==> src/rtl/alu_wb_buffer.sv <==
// alu_wb_buffer: FIFO of ALU results drained as GPR / LO+HI writeback beats
// Ports: iClk/iRst (async, active-high); iValid/oReady + iC/iZero/iNeg/iCtrl/iRd push side;
//        oWbValid/iWbReady + oWbData/oWbAddr/oWbDest writeback side; oZeroF/oNegF retired flags;
//        oCount occupancy. Macro ALU_WB_BYPASS_EN lets a full buffer accept while its head retires.
module alu_wb_buffer #(
  parameter int DEPTH = 2,
  parameter int REG_W = 4,
  parameter int CTRL_W = 4,
  parameter logic [CTRL_W-1:0] CTRL_DIV = 4'd5,
  parameter logic [CTRL_W-1:0] CTRL_MUL = 4'd6
) (
  input  logic                         iClk,
  input  logic                         iRst,
  input  logic                         iValid,
  output logic                         oReady,
  input  logic [63:0]                  iC,
  input  logic                         iZero,
  input  logic                         iNeg,
  input  logic [CTRL_W-1:0]            iCtrl,
  input  logic [REG_W-1:0]             iRd,
  output logic                         oWbValid,
  input  logic                         iWbReady,
  output logic [31:0]                  oWbData,
  output logic [REG_W-1:0]             oWbAddr,
  output logic [1:0]                   oWbDest,
  output logic                         oZeroF,
  output logic                         oNegF,
  output logic [$clog2(DEPTH+1)-1:0]   oCount
);
  localparam int CW = $clog2(DEPTH+1);
  localparam int PW = DEPTH > 1 ? $clog2(DEPTH) : 1;
  typedef enum logic [1:0] {IDLE, BEAT0, BEAT1} state_t;
  typedef struct packed {
    logic [63:0]      c;
    logic             z;
    logic             n;
    logic             wide;
    logic             div;
    logic [REG_W-1:0] rd;
  } entry_t;
  entry_t mem [DEPTH];
  entry_t head, ld;
  state_t state_q, state_d;
  logic [PW-1:0] rd_q, rd_d, wr_q, wr_d, rd_nxt, wr_nxt;
  logic [CW-1:0] count_q, count_d;
  logic valid_q, valid_d, zf_q, zf_d, nf_q, nf_d;
  logic [31:0] data_q, data_d;
  logic [REG_W-1:0] addr_q, addr_d;
  logic [1:0] dest_q, dest_d;
  logic hs, last, push, ld_hi, ld_new;
  assign head   = mem[rd_q];
  assign rd_nxt = (rd_q == PW'(DEPTH-1)) ? '0 : rd_q + 1'b1;
  assign wr_nxt = (wr_q == PW'(DEPTH-1)) ? '0 : wr_q + 1'b1;
  assign hs     = valid_q & iWbReady;
  // The final beat of an entry is the only one that pops it and retires its flags.
  assign last   = hs & (state_q == BEAT1 | ~head.wide);
`ifdef ALU_WB_BYPASS_EN
  assign oReady = (count_q < CW'(DEPTH)) | last;
`else
  assign oReady = count_q < CW'(DEPTH);
`endif
  assign push   = iValid & oReady;
  always_comb begin
    count_d = count_q + CW'(push) - CW'(last);
    wr_d    = push ? wr_nxt : wr_q;
    rd_d    = last ? rd_nxt : rd_q;
    zf_d    = last ? head.z : zf_q;
    nf_d    = last ? head.n : nf_q;
    ld_hi   = state_q == BEAT0 & hs & head.wide;
    // A retiring entry hands straight over to the next only if it was already stored;
    // an entry pushed this same cycle goes through IDLE to keep the fixed push latency.
    ld_new  = (state_q == IDLE & count_q != '0) | (last & count_q > CW'(1));
    ld      = (state_q == IDLE | ld_hi) ? head : mem[rd_nxt];
    state_d = ld_hi ? BEAT1 : ld_new ? BEAT0 : last ? IDLE : state_q;
    valid_d = ld_hi | ld_new | (valid_q & ~hs);
    data_d  = ld_hi ? (ld.div ? ld.c[31:0] : ld.c[63:32]) :
              ld_new ? ((ld.wide & ld.div) ? ld.c[63:32] : ld.c[31:0]) :
              hs ? '0 : data_q;
    addr_d  = ld_hi ? '0 : ld_new ? (ld.wide ? '0 : ld.rd) : hs ? '0 : addr_q;
    dest_d  = ld_hi ? 2'b10 : ld_new ? (ld.wide ? 2'b01 : 2'b00) : hs ? 2'b00 : dest_q;
  end
  always_ff @(posedge iClk)
    if (push) mem[wr_q] <= {iC, iZero, iNeg, iCtrl == CTRL_DIV || iCtrl == CTRL_MUL, iCtrl == CTRL_DIV, iRd};
  always_ff @(posedge iClk or posedge iRst) begin
    if (iRst) begin
      state_q <= IDLE;
      rd_q    <= '0;
      wr_q    <= '0;
      count_q <= '0;
      valid_q <= 1'b0;
      data_q  <= '0;
      addr_q  <= '0;
      dest_q  <= '0;
      zf_q    <= 1'b0;
      nf_q    <= 1'b0;
    end else begin
      state_q <= state_d;
      rd_q    <= rd_d;
      wr_q    <= wr_d;
      count_q <= count_d;
      valid_q <= valid_d;
      data_q  <= data_d;
      addr_q  <= addr_d;
      dest_q  <= dest_d;
      zf_q    <= zf_d;
      nf_q    <= nf_d;
    end
  end
  assign oWbValid = valid_q;
  assign oWbData  = data_q;
  assign oWbAddr  = addr_q;
  assign oWbDest  = dest_q;
  assign oZeroF   = zf_q;
  assign oNegF    = nf_q;
  assign oCount   = count_q;
endmodule

==> config.mk <==
export PLATFORM = sky130hd
export DESIGN_NAME = alu_wb_buffer
export DESIGN_NICKNAME = d
export VERILOG_FILES = /design/src/rtl/alu_wb_buffer.sv
export SDC_FILE = /design/constraint.sdc
export NUM_CORES = 1
export LEC_CHECK = 0
export BUFFER_PORTS_ARGS = -buffer_cell sky130_fd_sc_hd__buf_4
export CAP_MARGIN = 20
export CORE_MARGIN = 8
export CORE_UTILIZATION = 52
export DETAILED_ROUTE_END_ITERATION = 12
export GPL_TIMING_DRIVEN = 0
export PLACE_DENSITY = 0.76
export SYNTH_ARGS = -nofsm -noshare
export SYNTH_HDL_FRONTEND = slang
export SYNTH_SLANG_ARGS = --single-unit
==> constraint.sdc <==
create_clock -name iClk -period 4.3 [get_ports iClk]
set_clock_uncertainty 0.2 [all_clocks]
set_input_delay 0.215 -clock iClk [delete_from_list [all_inputs] [get_ports iClk]]
set_output_delay 0.215 -clock iClk [all_outputs]
set_load 0.03 [all_outputs]
* Word-level counts from Yosys, hierarchy flattened
Memories as Yosys holds them, arrays and structs flattened.
Index checks and enable logic that the tools add are counted.
** Operators by class
- $lt $le $gt $ge :: 2
- Eq/ne operators :: 4
- Add/subtract/negate cells :: 4
- Reduce and logical (&&, ||, !) cells :: 5
- Mux-type cells :: 21
- Bitwise operators :: 16
** Operators by type and width (number)
- 2-to-1 mux 32 bit :: 5
- 2-to-1 mux 72 bit :: 1
- 2-to-1 mux 4 bit :: 4
- 2-to-1 mux 2 bit :: 6
- bitwise AND 1 bit :: 9
- equality test 4 x 3 -> 1 bit, second input constant :: 2
- nonzero test 3 bit :: 2
- 2-to-1 mux 1 bit :: 5
- OR 1 bit :: 5
- adder 1 bit, second input constant :: 2
- adder 2 x 1 -> 2 bit :: 1
- equality test 2 x 1 -> 1 bit, second input constant :: 1
- equality test 2 bit, second input constant :: 1
- greater-than comparator 2 x 1 -> 1 bit, second input constant :: 1
- zero test 2 bit :: 1
- < comparator 2 bit, second input constant :: 1
- NOT 1 bit :: 2
- nonzero test 2 bit :: 1
- subtractor 2 x 1 -> 2 bit :: 1
- logical OR 1 bit :: 1
** Word-level totals
- Output and inout bits :: 44
- Word-level logic and storage cells :: 63
- Bits in registers :: 47
- RAM bits :: 144
- Memories :: 1
** Memory list
- mem :: depth 2, bits a word 72, rd ports 2, clocked after memory_dff 0, write ports 1, RTL line 41 : entry_t mem [DEPTH];

* Logic depth before layout (Yosys ltp)
Gate-level depths: netlist of the first run.
- Depth after elaboration :: 9
- Gate-level depth with buffers :: 10
- Depth with buffers taken out :: 9

* Worst setup path after synthesis of the first run
Ideal clock, no wire load.
- Kind :: reg-to-reg
- Start point :: register count_q[1], in the netlist oCount[1]
- End point :: memory mem[0][0] (netlist bit) (enable)
- Data arrival time :: 3.987 ns
- Path slack :: -0.390 ns
- Cell stages (with the launch flop) :: 4
- Setup time :: 0.503 ns
- Data required time :: 3.597 ns
- Clock period less this slack :: 4.690 ns
- Cell sequence :: dfrtp_1 inv_1 nand2_1 nor2_1
** On the way
- Cells in the longest elaborated chain, start to end :: 4
** RTL lines
- start, declared :: RTL line 45 : logic [CW-1:0] count_q, count_d;
- start signal, assigned :: RTL line 100 : count_q <= count_d;
- < comparator 2 bit :: RTL line 60 : assign oReady = count_q < CW'(DEPTH);
- net oReady :: RTL line 15 : output logic oReady,
- bitwise AND 1 bit :: RTL line 62 : assign push = iValid & oReady;
- 2-to-1 mux 1 bit :: RTL line 83 : if (push) mem[wr_q] <= {iC, iZero, iNeg, iCtrl == CTRL_DIV || iCtrl == CTRL_MUL, iCtrl == CTRL_DIV, iRd};
- 2-to-1 mux 1 bit (implied by the code) :: RTL line 83
- end, declared :: RTL line 41
The timed path passes the listed nets, and every way through them passes these cells.

* Final worst setup path of the first run
- Start point :: register count_q[1], in the netlist oCount[1]
- End point :: register data_q[21], in the netlist oWbData[21]
** On the way
- Cells in the longest elaborated chain, start to end :: 5
** RTL lines
- greater-than comparator 2 x 1 -> 1 bit / nonzero test 2 bit (equally long branches) :: RTL line 72 : ld_new = (state_q == IDLE & count_q != '0) | (last & count_q > CW'(1));
- bitwise AND 1 bit :: RTL line 72
- OR 1 bit (*) :: RTL line 72
- 2-to-1 mux 32 bit :: RTL line 77 : ld_new ? ((ld.wide & ld.div) ? ld.c[63:32] : ld.c[31:0]) :
- 2-to-1 mux 32 bit :: RTL line 76 : data_d = ld_hi ? (ld.div ? ld.c[31:0] : ld.c[63:32]) :
- end signal, assigned :: RTL line 102 : data_q <= data_d;
- end, declared :: RTL line 47 : logic [31:0] data_q, data_d;
Mark *: on every way between the ends. The rest lies on a longest branch, timed or not.
A chain may end at the register's enable or synchronous reset.

==> results.sh, run 1 <==
export IMPL_grt_total_usage=0.220
export IMPL_vias_in_the_first_global_route=6547
export IMPL_arrival_ns=2.79
export IMPL_timing_max_transition_violations_final=0
export IMPL_maxCapViolations=0
export IMPL_area_growth_pct=30.9
export IMPL_clk_pin_slew_worst_paths_ns=0.07
export IMPL_synth_fp_nets=662
export IMPL_post_layout_total_power_mw=7.47
export IMPL_die_height_um=143
export IMPL_drt_iter0_markers=340
export IMPL_fin_hold_ws_ns=0.0216
export IMPL_synth_yosys_warnings=0
export IMPL_number_of_setup_buffers_added_after_cts=0
export IMPL_antenna_diode_count=0
export IMPL_area_occupied_by_multi_input_gates_um2=2750
export IMPL_synth_seq_area_share=0.652
export IMPL_setup_total_negative_slack_ns=0
export IMPL_fin_crit_ns=2.68
export IMPL_layout_commonest_cell="mux2i_1"
export IMPL_detail_route_wirelength_um=21900
export IMPL_min_delay_path_depth=3
export IMPL_coreArea_um2=15900
export IMPL_avg_vias_per_cell=5.72
export IMPL_layout_filler_cells=1129
export IMPL_tritoncts="done"
export IMPL_cts_bufs_inserted=17
export IMPL_grt_pass1_wl_um=34000
export IMPL_numPlacedInstances=923
export IMPL_initial_core_util=0.531
export IMPL_final_global_route_overflow_total=0
export IMPL_path_class="reg -> reg"
export IMPL_ios=122
export IMPL_static_leakage_power_nw=4.89
export IMPL_final_cells=1030
export IMPL_final_cell_mix="163 x mux2i_1, 144 x edfxtp_1, 124 x buf_4"
export IMPL_grt_start_max_net_pins=55
export IMPL_setup_violations_final=0
export IMPL_maxSlewHeadroom=0.353
export IMPL_required_ns=4.41
export IMPL_insertion_delay_ns=0.43
export IMPL_finalNetCount=881
export IMPL_cell_count_after_synthesis=582
export IMPL_htree_num_levels=4
export IMPL_syn_area_um2=8440
export IMPL_detail_route_first_pass_iterations=5
export IMPL_die_w_um=143
export IMPL_post_route_period_util=0.623
export IMPL_status="complete, no violations"
export IMPL_report_final_hold_viol_count=0
export IMPL_maximum_clock_rate_mhz=373
export IMPL_floorplan_rows=46
export IMPL_r2r_worst_path_cells=6
export IMPL_drt_drc_violations_left=0
export IMPL_ys_seq_elements=191
export IMPL_dp_final_hpwl_um=14200
export IMPL_post_drt_wl_per_cell_um=21.3
export IMPL_timing_critical_path_fanout_max=10
export IMPL_gp_routability_congestion=0.791
export IMPL_num_vias=5889
export IMPL_rsz_0062_raised_after_global_routing="false"
export IMPL_post_cts_resized_instances=0
export IMPL_clock_sink_count=191
export IMPL_hold_path_class="in -> reg"
export IMPL_powerDensity_nw_per_um2=676
export IMPL_end_kind="flop"
export IMPL_startpoint_type="flop"
export IMPL_final_layout_size_suffix_gt1_frac=0.216
export IMPL_cts_root_to_sink_buffers=2
export IMPL_port_buffers=121
export IMPL_area_sequential_um2=5500
export IMPL_power_ir_vdd_worst_mv=0.330
export IMPL_cts_root_buffer="clkbuf_16"
export IMPL_netlist_cell_type_count=33
export IMPL_post_cts_hold_buffer_count=75
export IMPL_grt_antenna_before_repair=0
export IMPL_ant_nets=0
export IMPL_worst_max_slew_pin_slew_ns=0.971
export IMPL_die_area_um2=20600
export IMPL_post_syn_area_per_cell_um2=14.5
## flip-flops by register name (all words and copies together) (netlist names)
register,count
wr_q,1
oWbAddr,4
oWbValid,1
oWbData,32
oWbDest,2
state_q,2
oNegF,1
oCount,2
mem,144
oZeroF,1
rd_q,1
## cell type report
type,count,share of cell area
clock inverter,13,0.0126
clock buffer,19,0.0401
buffer,37,0.0161
tap,216,0.0245
timing repair buffer,200,0.158
multi-input combinational,348,0.249
inverter,6,0.00204
sequential,191,0.498
## metrics by stage
| step | utilization | setup WS [ns] | instance area [um^2] |
|---|---|---|---|
| global placement | 0.606 | 0.167 | 9620 |
| CTS | 0.696 | 1.66 | 11000 |
| global route | 0.696 | 1.48 | 11000 |
| finish | 0.696 | 1.62 | 11000 |
| floorplan | - | 0.815 | 8440 |
| detailed placement | 0.612 | 1.70 | 9720 |
## metal layers
| layer | part of all wire | vias up | track usage |
|---|---|---|---|
| met5 | 0 | - | 0 |
| met4 | 0.021 | 0 | 0.0941 |
| met3 | 0.050 | 44 | 0.0435 |
| met2 | 0.53 | 205 | 0.392 |
| met1 | 0.40 | 2982 | 0.251 |
| li1 | - | 2658 | - |
## cells in the mapped netlist
master / count / area [um^2]
nor2_2: 1 / 6.26
nand2_1: 43 / 161
buf_2: 7 / 35.0
a21oi_1: 3 / 15.0
o22ai_2: 2 / 25.0
o21ai_1: 1 / 5.00
o21a_1: 1 / 7.51
nand2b_1: 2 / 12.5
nor3b_1: 5 / 37.5
nand3_1: 3 / 15.0
buf_1: 5 / 18.8
clkbuf_1: 20 / 75.1
or2_1: 1 / 6.26
a211o_1: 32 / 280
inv_1: 6 / 22.5
nor3_2: 1 / 10.0
buf_8: 1 / 15.0
buf_4: 3 / 22.5
nor3_1: 33 / 165
nor2_1: 2 / 7.51
buf_6: 1 / 11.3
ha_1: 2 / 25.0
and3_1: 2 / 12.5
dfrtp_1: 47 / 1180
mux2_4: 1 / 15.0
a221o_1: 4 / 40.0
o21ai_0: 38 / 190
o21bai_1: 1 / 7.51
a21o_1: 1 / 7.51
mux2i_1: 163 / 1630
nor4bb_1: 1 / 10.0
edfxtp_1: 144 / 4320
xnor2_1: 5 / 43.8
## report_power, final
part	total, mW	switching (mW)	internal (mW)
registers	2.77	0.261	2.51
clock network	1.55	0.678	0.871
logic	3.16	1.91	1.25
total	7.47	2.85	4.63
## final timing paths
kind	from	end	slack, ns
max	oCount[1]$_DFF_PP0_	oWbData[21]$_DFFE_PP0P_	1.62
min reg2reg	oNegF$_DFFE_PP0P_	oNegF$_DFFE_PP0P_	0.29
max in group asynchronous	iRst	oWbData[30]$_DFFE_PP0P_	3.07
min	iCtrl[0]	mem[0][5]$_DFFE_PP_	0.02
min in group asynchronous	iRst	oWbData[12]$_DFFE_PP0P_	0.24
max reg2reg	oCount[1]$_DFF_PP0_	oWbData[21]$_DFFE_PP0P_	1.62
## cell families (layout without fill, tap and decap cells)
| family | after synthesis | after routing | share of synthesized area |
|---|---|---|---|
| flops | 191 | 191 | 0.652 |
| mux | 164 | 164 | 0.195 |
| simple gates | 94 | 94 | 0.0526 |
| compound gates | 83 | 83 | 0.0685 |
| buf+inv | 43 | 275 | 0.0237 |
| xor+xnor | 5 | 5 | 0.00519 |
| fa+ha+maj | 2 | 2 | 0.00297 |
## critical path, cell delays in order (launching register included)
cell,delay (ns)
dfrtp_1,0.44
o21bai_1,0.23
a21oi_1,0.14
o22ai_2,0.49
clkbuf_1,0.51
o21ai_0,0.23
a211o_1,0.32
No activity file was read; power rests on OpenSTA's default activity.
==> run 2, diff against run 1 <==
- ABC_AREA: default -> 1
- CORE_UTILIZATION: 52 -> 58
- PLACE_DENSITY: 0.76 -> 0.8
- clock period: 4.3 -> 2.55 ns (I/O delays scaled with it)
==> run 2 against run 1 <==
Synthesized cell count increased by 91%; first-iteration DRC count increased by 130%; hold slack improved by 0.18 ns; wire length increased by 25%; via count increased by 50%; global-route usage increased by 3.9 points; design area increased by 12%; clock-buffer cell count decreased by 2; largest power group unchanged; highest routed layer unchanged.
==> results.sh, run 2 <==
export IMPL_cell_count_after_synthesis=1114
export IMPL_maxCapViolations=0
export IMPL_finalNetCount=1418
export IMPL_insertion_delay_ns=0.44
export IMPL_layout_filler_cells=1132
export IMPL_synth_top_cells_by_area="edfxtp_1 45%, nand2_1 15%, dfrtp_1 12%, nand3_1 8.6%, o21ai_0 7.6%"
export IMPL_gp_routability_congestion=0.845
export IMPL_timing_max_transition_violations_final=0
export IMPL_gr_usage_met1=0.331
export IMPL_cts_root_to_sink_buffers=2
export IMPL_yosysMostFrequentCell="nand2_1"
export IMPL_postLayoutCoreUtil=0.754
export IMPL_end_kind="flop"
export IMPL_r2r_worst_path_cells=10
export IMPL_avg_vias_per_cell=5.61
export IMPL_synth_seq_area_share=0.567
export IMPL_min_delay_path_depth=2
export IMPL_die_height_um=145
export IMPL_required_ns=2.67
export IMPL_die_w_um=145
export IMPL_coreArea_um2=16500
export IMPL_drt_iter0_markers=792
export IMPL_synth_yosys_warnings=0
export IMPL_startpoint_type="flop"
export IMPL_r2r_end="oWbData[0]$_DFFE_PP0P_"
export IMPL_final_cell_mix="399 x nand2_1, 167 x nand3_1, 148 x o21ai_0"
export IMPL_yosysTopAreaCellShare=0.446
export IMPL_rsz_0062_raised_after_global_routing="false"
export IMPL_cp_common_cell="nand2_2"
export IMPL_clock_sink_count=191
export IMPL_largest_stage_delay_on_the_critical_path_ns=0.51
export IMPL_met2_capacity_usage_during_global_routing=0.441
export IMPL_static_leakage_power_nw=5.44
export IMPL_syn_area_um2=9710
export IMPL_htree_num_levels=4
export IMPL_synth_fp_nets=1194
export IMPL_grt_pass1_wl_um=44200
export IMPL_min_delay_start="iC[55]"
export IMPL_final_layout_size_suffix_gt1_frac=0.172
export IMPL_ios=122
export IMPL_tritoncts="done"
export IMPL_num_vias=8807
export IMPL_port_buffers=121
export IMPL_floorplan_rows=47
export IMPL_detail_route_first_pass_iterations=6
export IMPL_drt_drc_violations_left=0
export IMPL_gr_max_usage_layer="met2"
export IMPL_r2r_slack_ns=0.24
export IMPL_grt_start_max_net_pins=40
export IMPL_timing_critical_path_fanout_max=10
export IMPL_power_ir_vdd_worst_mv=0.950
export IMPL_final_global_route_overflow_total=0
export IMPL_worstReg2RegStart="rd_q$_DFFE_PP0P_"
export IMPL_clk_pin_slew_worst_paths_ns=0.07
export IMPL_maxSlewHeadroom=0.525
export IMPL_post_route_period_util=0.906
export IMPL_status="complete, no violations"
export IMPL_ys_async_sr_fraction=0.246
export IMPL_stdcell_area_um2=12400
export IMPL_ys_seq_elements=191
export IMPL_fin_crit_ns=2.31
export IMPL_arrival_ns=2.43
export IMPL_die_area_um2=21100
export IMPL_dp_final_hpwl_um=18800
export IMPL_cts_root_buffer="clkbuf_16"
export IMPL_netlist_cell_type_count=25
export IMPL_yosys_most_used_dff="edfxtp_1"
export IMPL_cts_bufs_inserted=17
export IMPL_path_class="reg -> reg"
export IMPL_maximum_clock_rate_mhz=433
export IMPL_regMostFlops="mem"
export IMPL_area_growth_pct=27.9
export IMPL_met3_track_demand_over_resource=0.0463
export IMPL_detail_route_wirelength_um=27500
export IMPL_setup_violations_final=0
export IMPL_antenna_diode_count=0
export IMPL_initial_core_util=0.589
export IMPL_vias_in_the_first_global_route=8517
export IMPL_ant_nets=0
export IMPL_post_drt_wl_per_cell_um=17.5
export IMPL_edff_count_synth=144
export IMPL_placed_cell_area_um2=11000
export IMPL_largest_register_ffs=144
export IMPL_whs_endpoint="mem[1][63]$_DFFE_PP_"
export IMPL_grt_antenna_before_repair=0
export IMPL_post_syn_area_per_cell_um2=8.71
export IMPL_synth_top_cells_by_count="399 x nand2_1, 167 x nand3_1, 148 x o21ai_0, 144 x edfxtp_1, 79 x inv_1"
export IMPL_number_of_setup_buffers_added_after_cts=0
export IMPL_powerDensity_nw_per_um2=1290
export IMPL_layout_commonest_cell="nand2_1"
export IMPL_worst_max_slew_pin_slew_ns=0.711
export IMPL_grt_total_usage=0.259
export IMPL_synth_largest_area_cell="edfxtp_1"
export IMPL_timing_critical_path_slowest_stage_cell="o21ai_0"
export IMPL_hold_path_class="in -> reg"
export IMPL_cp_cell_sequence="buf_6 -> nand2_1 -> nand2_2 -> nand2_2 -> nand2_2 -> clkbuf_1 -> o21ai_0 -> nand2_1 -> nand3_1 -> nand3_1"
export IMPL_report_final_hold_viol_count=0
==> run 2: cell type report <==
class | instances | area, um^2 | area share
repair buffers | 205 | 1810 | 0.146
plain buffers | 76 | 485 | 0.0391
clock buffers | 17 | 425 | 0.0343
well taps | 220 | 275 | 0.0222
flip-flops and latches | 191 | 5500 | 0.443
clock inverters | 15 | 178 | 0.0143
multi-input cells | 767 | 3430 | 0.276
inverters | 80 | 305 | 0.0246
==> run 2: report_power, final <==
| group | leakage, nW | internal, mW | switching (mW) |
|---|---|---|---|
| Combinational | 3.25 | 2.88 | 5.77 |
| Sequential | 1.91 | 4.20 | 0.396 |
| Clock | 0.286 | 1.48 | 1.27 |
| Total | 5.44 | 8.56 | 7.43 |
==> run 2: how the worst max path moves through the flow <==
stage	endpoint	slack, ns	startpoint	cells after the start
after CTS	oWbData[2]$_DFFE_PP0P_	0.31	rd_q$_DFFE_PP0P_	10
after global placement	mem[0][19]$_DFFE_PP_	-0.46	oCount[1]$_DFF_PP0_	3
after detailed placement	oWbData[2]$_DFFE_PP0P_	0.35	rd_q$_DFFE_PP0P_	10
after floorplan	mem[0][0]$_DFFE_PP_	0.006	oCount[1]$_DFF_PP0_	3
after global routing	oWbData[0]$_DFFE_PP0P_	0.15	rd_q$_DFFE_PP0P_	10
final	oWbData[0]$_DFFE_PP0P_	0.24	rd_q$_DFFE_PP0P_	10
==> run 2: logic make-up after synthesis <==
logic type      count (synthesis)  share of synthesized area
compound gates                176                     0.0929
fa+ha+maj                       2                    0.00258
xor+xnor                        4                    0.00361
mux                             4                    0.00413
simple gates                  581                      0.249
flops                         191                      0.567
buf+inv                       156                     0.0812
==> run 2: critical path: cells and delay by family, from the launching register on <==
family | cells | cell delay, ns
DFF | 1 | 0.37
buffers and inverters | 2 | 0.40
AOI/OAI and AO/OA | 1 | 0.51
and+or+nand+nor | 7 | 0.70
==> run 2: stage by stage <==
step / hold slack [ns] / setup TNS [ns] / setup WS, ns / instances / power, mW
finish: 0.203 / 0 / 0.240 / 1571 / 16.0
global route: 0.203 / 0 / 0.151 / 1571 / 17.0
CTS: 0.203 / 0 / 0.311 / 1571 / 15.8
detailed placement: -0.130 / 0 / 0.351 / 1460 / 13.0
global placement: 0.113 / -64.23 / -0.465 / 1455 / 12.6
floorplan: 0.0264 / 0 / 0.00608 / 1114 / 10.3
==> run 2: repair_timing <==
action                                 4_1_cts  5_1_grt
endpoints found under the hold margin      195        0
hold buffers                                79        0
resized for setup                            0        0
==> run 2: layer usage <==
layer	wire, um	vias to the layer above
met5	0	-
met4	469	0
met3	2290	38
met2	13700	426
met1	11000	4169
li1	-	4174
==> run 3, diff against run 2 <==
- CORE_UTILIZATION: 58 -> 43
- PLACE_DENSITY: 0.8 -> default
==> run 3 against run 2 <==
Utilization down 20 points; final cell count rose by 4.1%; total power down 1.7%; sequential cell count unchanged; highest routed layer unchanged; combinational power shrank 2%; sequential power about the same; fmax decreased by 0.21%.
==> results.sh, run 3 (synthesis gave the netlist of run 2 again) <==
export IMPL_ant_nets=0
export IMPL_grt_total_usage=0.191
export IMPL_post_drt_wl_per_cell_um=16.0
export IMPL_r2r_worst_path_cells=4
export IMPL_clock_sink_count=191
export IMPL_die_height_um=166
export IMPL_report_final_hold_viol_count=0
export IMPL_floorplan_rows=55
export IMPL_htree_num_levels=4
export IMPL_area_occupied_by_multi_input_gates_um2=3430
export IMPL_numPlacedInstances=1525
export IMPL_die_w_um=166
export IMPL_layout_filler_cells=1973
export IMPL_setup_violations_final=0
export IMPL_r2r_slack_ns=0.24
export IMPL_insertion_delay_ns=0.44
export IMPL_maxSlewHeadroom=0.363
export IMPL_post_layout_total_power_mw=15.7
export IMPL_cts_root_buffer="clkbuf_16"
export IMPL_regMostFlops="mem"
export IMPL_coreArea_um2=22400
export IMPL_finalNetCount=1417
export IMPL_grt_pass1_wl_um=42000
export IMPL_antenna_diode_count=0
export IMPL_powerDensity_nw_per_um2=1260
export IMPL_arrival_ns=2.24
export IMPL_timing_max_transition_violations_final=0
export IMPL_hold_path_class="in -> async"
export IMPL_detail_route_wirelength_um=26200
export IMPL_timing_critical_path_fanout_max=29
export IMPL_largest_register_ffs=144
export IMPL_grt_start_max_net_pins=31
export IMPL_area_growth_pct=28.5
export IMPL_ios=122
export IMPL_maxCapViolations=0
export IMPL_die_area_um2=27600
export IMPL_detail_route_first_pass_iterations=5
export IMPL_status="complete, no violations"
export IMPL_r2r_end="mem[1][10]$_DFFE_PP_"
export IMPL_worst_max_slew_pin_slew_ns=0.954
export IMPL_fin_crit_ns=2.31
export IMPL_grt_antenna_before_repair=0
export IMPL_vias_in_the_first_global_route=7853
export IMPL_drt_iter0_markers=787
export IMPL_final_layout_size_suffix_gt1_frac=0.172
export IMPL_drt_drc_violations_left=0
export IMPL_layout_commonest_cell="nand2_1"
export IMPL_tritoncts="done"
export IMPL_clk_pin_slew_worst_paths_ns=0.07
export IMPL_final_cells=1635
export IMPL_path_class="reg -> reg"
export IMPL_final_global_route_overflow_total=0
export IMPL_number_of_setup_buffers_added_after_cts=0
export IMPL_startpoint_type="flop"
export IMPL_end_kind="flop"
export IMPL_gp_routability_congestion=0.835
export IMPL_rsz_0062_raised_after_global_routing="false"
export IMPL_worstReg2RegStart="oCount[1]$_DFF_PP0_"
export IMPL_required_ns=2.48
export IMPL_num_vias=8179
export IMPL_cts_root_to_sink_buffers=2
export IMPL_power_ir_vdd_worst_mv=0.658
export IMPL_maximum_clock_rate_mhz=432
export IMPL_static_leakage_power_nw=5.43
export IMPL_port_buffers=121
export IMPL_initial_core_util=0.434
export IMPL_cts_bufs_inserted=17
export IMPL_dp_final_hpwl_um=19000
export IMPL_final_cell_mix="399 x nand2_1, 167 x nand3_1, 148 x o21ai_0"
export IMPL_area_sequential_um2=5500
export IMPL_post_route_period_util=0.908
export IMPL_avg_vias_per_cell=5.00
export IMPL_fin_hold_ws_ns=0.0748
==> run 3: how the worst max path moves through the flow <==
stage               depth (start not counted)              endpoint                start  slack [ns]
finish                                      4  mem[1][10]$_DFFE_PP_  oCount[1]$_DFF_PP0_        0.24
detailed placement                          4  mem[1][16]$_DFFE_PP_  oCount[1]$_DFF_PP0_        0.22
floorplan                                   3   mem[0][0]$_DFFE_PP_  oCount[1]$_DFF_PP0_       0.006
global placement                            3  mem[0][16]$_DFFE_PP_  oCount[1]$_DFF_PP0_       -0.61
CTS                                         4  mem[1][37]$_DFFE_PP_  oCount[1]$_DFF_PP0_        0.21
global route                                4  mem[1][35]$_DFFE_PP_  oCount[1]$_DFF_PP0_        0.09
==> run 3: layer usage <==
metal | GRT usage | part of all wire | vias to the layer above
met4 | 0.0556 | 0.016 | 0
li1 | - | - | 4166
met5 | 0 | 0 | -
met1 | 0.265 | 0.47 | 3773
met2 | 0.302 | 0.46 | 216
met3 | 0.0326 | 0.050 | 24
==> run 3: final cells by class <==
class | instances | share of cell area
clock inverters | 14 | 0.0120
well taps | 285 | 0.0286
repair buffers | 204 | 0.145
flip-flops and latches | 191 | 0.441
clock buffers | 18 | 0.0352
plain buffers | 76 | 0.0389
multi-input cells | 767 | 0.275
inverters | 80 | 0.0245
==> run 3: power by group <==
part           switching, mW  internal [mW]
clock network           1.24           1.41
registers              0.396           4.20
logic                   5.59           2.87
total                   7.23           8.48
==> run 3: stage by stage <==
step                      worst slack (ns)  TNS, ns  utilization  cell area, um^2
after floorplan                    0.00608        0            -             9720
after global placement              -0.607   -85.04        0.491            11000
after detailed placement             0.217        0        0.497            11100
after CTS                            0.210        0        0.558            12500
after global routing                0.0891        0        0.558            12500
final                                0.236        0        0.558            12500
==> run 3: repair_timing <==
| item | 4_1_cts | 5_1_grt |
|---|---|---|
| endpoints found under the hold margin | 200 | 0 |
| hold buffers | 78 | 0 |
| endpoints found under the setup margin | 0 | 0 |
| gates resized for setup | 0 | 0 |
==> run 3: worst max-delay path, cell delays in order, from the launching register on <==
cell and delay, ns:
dfrtp_2 0.46, inv_4 0.08, nand2_1 0.16, nor2_4 0.77, buf_12 0.29
